==> src/rtl/cpu_run_ctrl_pkg.sv <==
`default_nettype none
// ============================================================================
// Module   : cpu_dbg_pkg
// Purpose  : Shared encodings for the CPU run/debug controller: FSM state
//            encoding, run-mode codes and halt-cause codes.
// Revision : 1.0 - initial release
// ============================================================================
package cpu_dbg_pkg;

    typedef enum logic [2:0] {
        S_RESET_HOLD = 3'd0,
        S_IDLE       = 3'd1,
        S_RUN        = 3'd2,
        S_STEP       = 3'd3,
        S_HALT       = 3'd4
    } state_t;

    localparam logic [1:0] c_MODE_FREE  = 2'b00;
    localparam logic [1:0] c_MODE_STEP  = 2'b01;
    localparam logic [1:0] c_MODE_RUNN  = 2'b10;
    localparam logic [1:0] c_MODE_HOLD  = 2'b11;

    localparam logic [1:0] c_CAUSE_NONE   = 2'd0;
    localparam logic [1:0] c_CAUSE_STEP   = 2'd1;
    localparam logic [1:0] c_CAUSE_BP     = 2'd2;
    localparam logic [1:0] c_CAUSE_BUDGET = 2'd3;

endpackage : cpu_dbg_pkg
`default_nettype wire

==> src/rtl/cpu_run_ctrl_if.sv <==
`default_nettype none
// ============================================================================
// Module   : cpu_run_ctrl_if
// Purpose  : Debug-host / core-tap bundle of the run controller.
//            master : host side (drives MODE/GO/budget/breakpoint, core taps
//                     PC/ALU_OUTPUT, trace read index; observes status).
//            slave  : controller side.
// Revision : 1.0 - initial release
// ============================================================================
interface cpu_run_ctrl_if #(
    parameter int PC_W     = 8,
    parameter int DATA_W   = 8,
    parameter int CNT_W    = 20,
    parameter int TR_DEPTH = 16
);
    localparam int TR_AW = $clog2(TR_DEPTH);

    logic [1:0]        MODE;
    logic              GO;
    logic [CNT_W-1:0]  N_CYCLES;
    logic              BP_EN;
    logic [PC_W-1:0]   BP_ADDR;
    logic [PC_W-1:0]   PC;
    logic [DATA_W-1:0] ALU_OUTPUT;
    logic              CPU_RST;
    logic              CPU_EN;
    logic              HALTED;
    logic [1:0]        HALT_CAUSE;
    logic [CNT_W-1:0]  CYCLE_CNT;
    logic [TR_AW-1:0]  TR_RD_IDX;
    logic [PC_W-1:0]   TR_PC;
    logic [DATA_W-1:0] TR_DATA;
    logic [TR_AW:0]    TR_COUNT;

    modport master (
        output MODE, GO, N_CYCLES, BP_EN, BP_ADDR, PC, ALU_OUTPUT, TR_RD_IDX,
        input  CPU_RST, CPU_EN, HALTED, HALT_CAUSE, CYCLE_CNT, TR_PC, TR_DATA, TR_COUNT
    );

    modport slave (
        input  MODE, GO, N_CYCLES, BP_EN, BP_ADDR, PC, ALU_OUTPUT, TR_RD_IDX,
        output CPU_RST, CPU_EN, HALTED, HALT_CAUSE, CYCLE_CNT, TR_PC, TR_DATA, TR_COUNT
    );

endinterface : cpu_run_ctrl_if
`default_nettype wire

==> src/rtl/cpu_run_ctrl_trace_ring.sv <==
`default_nettype none
// ============================================================================
// Module   : trace_ring
// Purpose  : Circular trace buffer. Each i_wr_en cycle stores i_wr_data,
//            overwriting the oldest entry once full. Read is combinational
//            and indexed relative to the newest entry (0 = most recent);
//            indices at or beyond the valid count read as zero.
// Ports    : i_clk, i_rst (sync, active-high), i_wr_en, i_wr_data,
//            i_rd_idx, o_rd_data, o_count (valid entries, saturating)
// Revision : 1.0 - initial release
// ============================================================================
module trace_ring #(
    parameter int W     = 16,
    parameter int DEPTH = 16,
    parameter int AW    = $clog2(DEPTH)
) (
    input  wire logic          i_clk,
    input  wire logic          i_rst,
    input  wire logic          i_wr_en,
    input  wire logic [W-1:0]  i_wr_data,
    input  wire logic [AW-1:0] i_rd_idx,
    output logic      [W-1:0]  o_rd_data,
    output logic      [AW:0]   o_count
);
    localparam logic [AW:0] c_FULL = (AW+1)'(DEPTH);

    logic [W-1:0]  r_mem [DEPTH];
    logic [AW-1:0] r_wr_ptr;
    logic [AW:0]   r_count;
    logic [AW-1:0] w_rd_addr;

    always_ff @(posedge i_clk) begin
        if (i_rst) begin
            r_wr_ptr <= '0;
            r_count  <= '0;
        end else if (i_wr_en) begin
            r_wr_ptr <= r_wr_ptr + AW'(1);
            if (r_count != c_FULL) begin
                r_count <= r_count + (AW+1)'(1);
            end
        end
    end

    // Contents need no reset: reads beyond r_count are masked to zero.
    always_ff @(posedge i_clk) begin
        if (i_wr_en) begin
            r_mem[r_wr_ptr] <= i_wr_data;
        end
    end

    // Newest entry sits one below the write pointer; modulo arithmetic wraps.
    assign w_rd_addr = r_wr_ptr - AW'(1) - i_rd_idx;
    assign o_rd_data = ({1'b0, i_rd_idx} < r_count) ? r_mem[w_rd_addr] : '0;
    assign o_count   = r_count;

endmodule : trace_ring
`default_nettype wire

==> src/rtl/cpu_run_ctrl.sv <==
`default_nettype none
// ============================================================================
// Module   : cpu_run_ctrl
// Purpose  : Run/debug controller for the microprocessor core. Holds core
//            reset for RST_CYCLES after board reset, then runs the core in
//            free-run, single-step or run-N mode with an optional PC
//            breakpoint, counting enabled cycles and tracing {PC, ALU_OUTPUT}.
// Ports    : CLK, RST (sync, active-high); bus (slave modport) carries
//            MODE/GO/N_CYCLES/BP_EN/BP_ADDR, core taps PC/ALU_OUTPUT,
//            core controls CPU_RST/CPU_EN, status HALTED/HALT_CAUSE/CYCLE_CNT
//            and trace read port TR_RD_IDX/TR_PC/TR_DATA/TR_COUNT.
// Revision : 1.0 - initial release
// ============================================================================
module cpu_run_ctrl
    import cpu_dbg_pkg::*;
#(
    parameter int PC_W       = 8,
    parameter int DATA_W     = 8,
    parameter int RST_CYCLES = 5,
    parameter int CNT_W      = 20,
    parameter int TR_DEPTH   = 16
) (
    input wire logic       CLK,
    input wire logic       RST,
    cpu_run_ctrl_if.slave  bus
);
    localparam int TR_AW  = $clog2(TR_DEPTH);
    localparam int HOLD_W = (RST_CYCLES > 1) ? $clog2(RST_CYCLES) : 1;
    localparam logic [HOLD_W-1:0] c_HOLD_LAST = HOLD_W'(RST_CYCLES - 1);

    state_t             r_state;
    state_t             w_next_state;
    logic [HOLD_W-1:0]  r_hold_cnt;
    logic [CNT_W-1:0]   r_budget;
    logic               r_bounded;
    logic               r_first;
    logic [1:0]         r_cause;
    logic [1:0]         w_cause_next;
    logic [CNT_W-1:0]   r_cycle_cnt;
    logic               w_go_accept;
    logic               w_bp_hit;
    logic               w_cpu_en;
    logic [PC_W+DATA_W-1:0] w_tr_rd;

    // r_first masks the breakpoint on the first RUN cycle so a resume
    // executes the instruction that triggered the previous halt.
    assign w_bp_hit    = bus.BP_EN & (bus.PC == bus.BP_ADDR) & ~r_first;
    assign w_cpu_en    = ((r_state == S_RUN) & ~w_bp_hit) | (r_state == S_STEP);
    assign w_go_accept = bus.GO & (bus.MODE != c_MODE_HOLD) &
                         ((r_state == S_IDLE) | (r_state == S_HALT));

    always_comb begin
        w_next_state = r_state;
        w_cause_next = r_cause;
        case (r_state)
            S_RESET_HOLD: begin
                if (r_hold_cnt == c_HOLD_LAST) w_next_state = S_IDLE;
            end
            S_IDLE, S_HALT: begin
                if (w_go_accept) begin
                    w_cause_next = c_CAUSE_NONE;
                    case (bus.MODE)
                        c_MODE_STEP: w_next_state = S_STEP;
                        c_MODE_RUNN: begin
                            if (bus.N_CYCLES == '0) begin
                                w_next_state = S_HALT;
                                w_cause_next = c_CAUSE_BUDGET;
                            end else begin
                                w_next_state = S_RUN;
                            end
                        end
                        default:     w_next_state = S_RUN;
                    endcase
                end
            end
            S_RUN: begin
                if (w_bp_hit) begin
                    w_next_state = S_HALT;
                    w_cause_next = c_CAUSE_BP;
                end else if (r_bounded && (r_budget == CNT_W'(1))) begin
                    w_next_state = S_HALT;
                    w_cause_next = c_CAUSE_BUDGET;
                end
            end
            S_STEP: begin
                w_next_state = S_HALT;
                w_cause_next = c_CAUSE_STEP;
            end
            default: w_next_state = S_RESET_HOLD;
        endcase
    end

    always_ff @(posedge CLK) begin
        if (RST) begin
            r_state     <= S_RESET_HOLD;
            r_hold_cnt  <= '0;
            r_budget    <= '0;
            r_bounded   <= 1'b0;
            r_first     <= 1'b1;
            r_cause     <= c_CAUSE_NONE;
            r_cycle_cnt <= '0;
        end else begin
            r_state <= w_next_state;
            r_cause <= w_cause_next;
            r_first <= (r_state != S_RUN);
            if ((r_state == S_RESET_HOLD) && (w_next_state == S_RESET_HOLD)) begin
                r_hold_cnt <= r_hold_cnt + HOLD_W'(1);
            end else begin
                r_hold_cnt <= '0;
            end
            if (w_go_accept) begin
                r_budget  <= bus.N_CYCLES;
                r_bounded <= (bus.MODE == c_MODE_RUNN);
            end else if (w_cpu_en && r_bounded) begin
                r_budget <= r_budget - CNT_W'(1);
            end
            if (w_cpu_en && (r_cycle_cnt != '1)) begin
                r_cycle_cnt <= r_cycle_cnt + CNT_W'(1);
            end
        end
    end

    trace_ring #(
        .W     (PC_W + DATA_W),
        .DEPTH (TR_DEPTH),
        .AW    (TR_AW)
    ) u_trace_ring (
        .i_clk     (CLK),
        .i_rst     (RST),
        .i_wr_en   (w_cpu_en),
        .i_wr_data ({bus.PC, bus.ALU_OUTPUT}),
        .i_rd_idx  (bus.TR_RD_IDX),
        .o_rd_data (w_tr_rd),
        .o_count   (bus.TR_COUNT)
    );

    assign bus.CPU_RST    = (r_state == S_RESET_HOLD);
    assign bus.CPU_EN     = w_cpu_en;
    assign bus.HALTED     = (r_state == S_HALT);
    assign bus.HALT_CAUSE = r_cause;
    assign bus.CYCLE_CNT  = r_cycle_cnt;
    assign bus.TR_PC      = w_tr_rd[PC_W+DATA_W-1:DATA_W];
    assign bus.TR_DATA    = w_tr_rd[DATA_W-1:0];

endmodule : cpu_run_ctrl
`default_nettype wire

==> src/flat_wrapper.sv <==
// flat-port wrapper written by rule: the top's interface ports become plain ports
module cpu_run_ctrl_flat import cpu_dbg_pkg::*;
#(
    parameter int PC_W       = 8,
    parameter int DATA_W     = 8,
    parameter int RST_CYCLES = 5,
    parameter int CNT_W      = 20,
    parameter int TR_DEPTH   = 16
)
  (CLK, RST, bus_MODE, bus_GO, bus_N_CYCLES, bus_BP_EN, bus_BP_ADDR, bus_PC, bus_ALU_OUTPUT, bus_TR_RD_IDX, bus_CPU_RST, bus_CPU_EN, bus_HALTED, bus_HALT_CAUSE, bus_CYCLE_CNT, bus_TR_PC, bus_TR_DATA, bus_TR_COUNT);
  cpu_run_ctrl_if #(.PC_W(PC_W), .DATA_W(DATA_W), .CNT_W(CNT_W), .TR_DEPTH(TR_DEPTH)) bus_i ();
  input wire logic CLK;
  input wire logic RST;
  input wire logic [$bits(bus_i.MODE)-1:0] bus_MODE;
  input wire logic [$bits(bus_i.GO)-1:0] bus_GO;
  input wire logic [$bits(bus_i.N_CYCLES)-1:0] bus_N_CYCLES;
  input wire logic [$bits(bus_i.BP_EN)-1:0] bus_BP_EN;
  input wire logic [$bits(bus_i.BP_ADDR)-1:0] bus_BP_ADDR;
  input wire logic [$bits(bus_i.PC)-1:0] bus_PC;
  input wire logic [$bits(bus_i.ALU_OUTPUT)-1:0] bus_ALU_OUTPUT;
  input wire logic [$bits(bus_i.TR_RD_IDX)-1:0] bus_TR_RD_IDX;
  output wire logic [$bits(bus_i.CPU_RST)-1:0] bus_CPU_RST;
  output wire logic [$bits(bus_i.CPU_EN)-1:0] bus_CPU_EN;
  output wire logic [$bits(bus_i.HALTED)-1:0] bus_HALTED;
  output wire logic [$bits(bus_i.HALT_CAUSE)-1:0] bus_HALT_CAUSE;
  output wire logic [$bits(bus_i.CYCLE_CNT)-1:0] bus_CYCLE_CNT;
  output wire logic [$bits(bus_i.TR_PC)-1:0] bus_TR_PC;
  output wire logic [$bits(bus_i.TR_DATA)-1:0] bus_TR_DATA;
  output wire logic [$bits(bus_i.TR_COUNT)-1:0] bus_TR_COUNT;
  assign bus_i.MODE = bus_MODE;
  assign bus_i.GO = bus_GO;
  assign bus_i.N_CYCLES = bus_N_CYCLES;
  assign bus_i.BP_EN = bus_BP_EN;
  assign bus_i.BP_ADDR = bus_BP_ADDR;
  assign bus_i.PC = bus_PC;
  assign bus_i.ALU_OUTPUT = bus_ALU_OUTPUT;
  assign bus_i.TR_RD_IDX = bus_TR_RD_IDX;
  assign bus_CPU_RST = bus_i.CPU_RST;
  assign bus_CPU_EN = bus_i.CPU_EN;
  assign bus_HALTED = bus_i.HALTED;
  assign bus_HALT_CAUSE = bus_i.HALT_CAUSE;
  assign bus_CYCLE_CNT = bus_i.CYCLE_CNT;
  assign bus_TR_PC = bus_i.TR_PC;
  assign bus_TR_DATA = bus_i.TR_DATA;
  assign bus_TR_COUNT = bus_i.TR_COUNT;
  cpu_run_ctrl #(.PC_W(PC_W), .DATA_W(DATA_W), .RST_CYCLES(RST_CYCLES), .CNT_W(CNT_W), .TR_DEPTH(TR_DEPTH)) u_core (.CLK(CLK), .RST(RST), .bus(bus_i));
endmodule
==> config.mk <==
export PLATFORM = sky130hd
export DESIGN_NAME = cpu_run_ctrl_flat
export DESIGN_NICKNAME = d
export VERILOG_FILES = /design/src/rtl/cpu_run_ctrl_pkg.sv /design/src/rtl/cpu_run_ctrl_if.sv /design/src/rtl/cpu_run_ctrl_trace_ring.sv /design/src/rtl/cpu_run_ctrl.sv /design/src/flat_wrapper.sv
export SDC_FILE = /design/constraint.sdc
export NUM_CORES = 1
export LEC_CHECK = 0
export ABC_AREA = 0
export CAP_MARGIN = 10
export CORE_MARGIN = 5
export CORE_UTILIZATION = 59
export DETAILED_ROUTE_END_ITERATION = 7
export PLACE_DENSITY = 0.8
export SETUP_SLACK_MARGIN = 0.02
export SLEW_MARGIN = 10
export SYNTH_ARGS = -nofsm -noshare
export SYNTH_HDL_FRONTEND = slang
export SYNTH_HIERARCHICAL = 1
export SYNTH_SLANG_ARGS = --single-unit
==> constraint.sdc <==
create_clock -name CLK -period 3.27 [get_ports CLK]
set_input_delay 0.327 -clock CLK [delete_from_list [all_inputs] [get_ports CLK]]
set_output_delay 0.327 -clock CLK [all_outputs]
set_load 0.02 [all_outputs]
==> metrics.txt <==
Post-synth top cells 256 x edfxtp_1, 141 x nand3_1, 128 x mux2i_1; failing checks setup timing; TritonCTS buffer count 34; Async SR Flop Fraction 0%; endpoint kind of the worst setup timing path primary output; Min-Delay Path Class input port to flop; CP delay by family, top adder cells; cell area after layout 0.0173 mm^2; clk_skew 0.0148 ns; final non-filler cell total 1554; Avg Synthesized Cell Area 13.3 um^2; grt total ovfl 0; Slew @ Worst Pin 0.819 ns; core box area 0.0233 mm^2; Die Ht 163 um; first-pass GRT wire length 53.8 mm; Placed Area 0.0156 mm^2; Crit Path Class flop to primary output; Netlist Area Pre-Place 0.0139 mm^2; vias per cell 6.09; GPL Wtd Cong 0.840; total iterations of the first detailed-routing run 7; Max FO, Critical Path 6; Yosys warning total 6; Final Max Tran Viols 0; Power Density 527 mW/mm^2; number of global-route vias before repair 9509; Synth area leader edfxtp_1; Initial DRC Count 1000; Diodes inserted 0; Critical path buffers and inverters 5; clk_lat worst skew 0.51 ns; final setup vio count 16; clock-pin transition on the worst setup and hold timing paths 0.06 ns; DP Cell Count 1468; Die W 163 um; DRC 0; HPWL after detailed placement 19.7 mm; Synth Instances 1047; share of cells above drive strength 1 16.0%; max_slew headroom 45.4%; final wirelength 34.8 mm; max-cap violation count 0; final hold violation count 0; largest net degree at the start of global routing 53; fmax 294 MHz; Period Utilization, post-route 104%; routed length per instance 22.4 um; hold_ws 0.276 ns; setup ws final -0.135 ns; hold-fix buffers at CTS 0; Worst Path Arrival 3.08 ns; IO Port Bufs 99; Root Buffer clkbuf_16; Syn Nets 1123; clk sinks 315; startpoint class of the critical path flop; CTS tree built; row count 56; max incr delay on CP 0.83 ns; fillers 1453; starting density of the core 59.5%; Max clock buf depth 3; TNS Setup -1.15 ns; Routed Antenna Nets 0; Yosys reg bits 315; fin crit period 3.41 ns; Synth Flop Type edfxtp_1; initial antenna violation count 0; GRT Total Usage 26.3%; vias after detailed routing 9471; CP required 2.94 ns; area added between synthesis and finish 24.3%; top cells by area, synth edfxtp_1 55%, mux2i_1 9.2%, dfxtp_1 8.5%; VDD IR max 0.000332 V; Ports 100; CP max-delay cell fa_4; Synth cell types 60; worst slack at placement -0.536 ns; number of synthesized flops with an enable pin 256; LEAKAGE 0.00614 uW; outcome finished with violations; nets 1285; htree depth 2; RSZ-0062 raised after global routing true; cell with the most instances after synthesis edfxtp_1; share of the synthesized area in the top cell type 55.4%; cells along the critical path ha_4, inv_2, fa_4, buf_6, buf_12, mux2i_4, nand3_1, nand4_1, o22ai_1, buf_4, buf_2; die footprint 0.0267 mm^2; Seq/Total Area, Yosys 63.9%
[cell usage in the layout, fill, tap and decap left out, types with 34 or more instances in the layout]
master and n:
nand3_1 141, clkdlybuf4s50_1 81, edfxtp_1 256, buf_4 65, mux2i_1 113, nand4_1 48
nor2_1 56, dfxtp_1 58, nand2_1 34, clkbuf_16 39
[metrics by stage]
stage / utilization [%] / power (uW)
floorplan: - / 4850
global placement: 66.7 / 5150
CTS: 73.9 / 9110
finish: 74.0 / 9100
detailed placement: 66.7 / 5160
global route: 74.0 / 9380
[final cells by class]
class / instances / area (um^2) / area share, %
flip-flops and latches: 315 / 8870 / 51.4
well taps: 319 / 399 / 2.31
clock inverters: 15 / 169 / 0.979
clock buffers: 47 / 983 / 5.70
inverters: 25 / 93.8 / 0.544
multi-input cells: 645 / 4680 / 27.1
repair buffers: 188 / 2070 / 12.0
[metal layers]
layer  up-vias  global-route usage (%)  routed length [um]
met1      4596                    36.6               13700
met2       499                    43.6               17300
met3        65                    4.06                2970
met4         0                    7.32                 795
li1       4311                       -                   -
met5         -                       0                   0
[state kept, by name, summed over array words and instances, names as in the netlist]
signal                        flops
u_core/u_trace_ring/r_wr_ptr      4
u_core/bus.CYCLE_CNT             20
u_core/r_hold_cnt                 3
u_core/bus.HALT_CAUSE             2
u_core/r_bounded                  1
u_core/r_first                    1
u_core/u_trace_ring/o_count       5
u_core/r_budget                  20
u_core/u_trace_ring/r_mem       256
u_core/r_state                    3
[worst register-to-register path, delay by kind of cell, from the launching register on]
kind | cells | cell delay [ns]
flip-flops | 1 | 0.52
buffers and inverters | 2 | 0.70
AND/OR/NAND/NOR | 3 | 0.96
AO/OA/AOI/OAI | 1 | 0.11
[power by group]
part           leakage (uW)  total (uW)  internal, uW  switching, uW
logic               0.00279         818           377            441
clock network      0.000568        3920          2420           1500
registers           0.00278        4370          4350           19.0
[logic make-up after synthesis]
kind of cell,Yosys count,share of synthesized area [%]
AOI/OAI and AO/OA,81,4.06
xor gates and xnor gates,40,2.79
DFF,315,63.9
and+or+nand+nor,371,14.0
buffers and inverters,87,3.62
adders and majority gates,22,2.04
muxes,131,9.63
[final timing paths]
path	from	endpoint	slack [ns]	depth (start not counted)
min	RST	u_core/r_bounded$_SDFFE_PP0P_	0.28	2
min reg2reg	u_core/r_hold_cnt[0]$_SDFF_PP0_	u_core/r_hold_cnt[0]$_SDFF_PP0_	0.46	1
max	u_core/u_trace_ring/r_wr_ptr[0]$_SDFFE_PP0P_	bus_TR_PC[0]	-0.14	11
max reg2reg	u_core/r_state[1]$_SDFF_PP0_	u_core/u_trace_ring/r_mem[0][1]$_DFFE_PP_	0.65	6
[what timing repair did]
item                                    CTS  global route
endpoints found under the setup margin   16            16
endpoints found under the hold margin     0             0
setup buffers                            17             1
pin swaps                                20            15
gates resized for setup                 107            22
cloned                                    8             2
(Power assumes the default switching activity.)
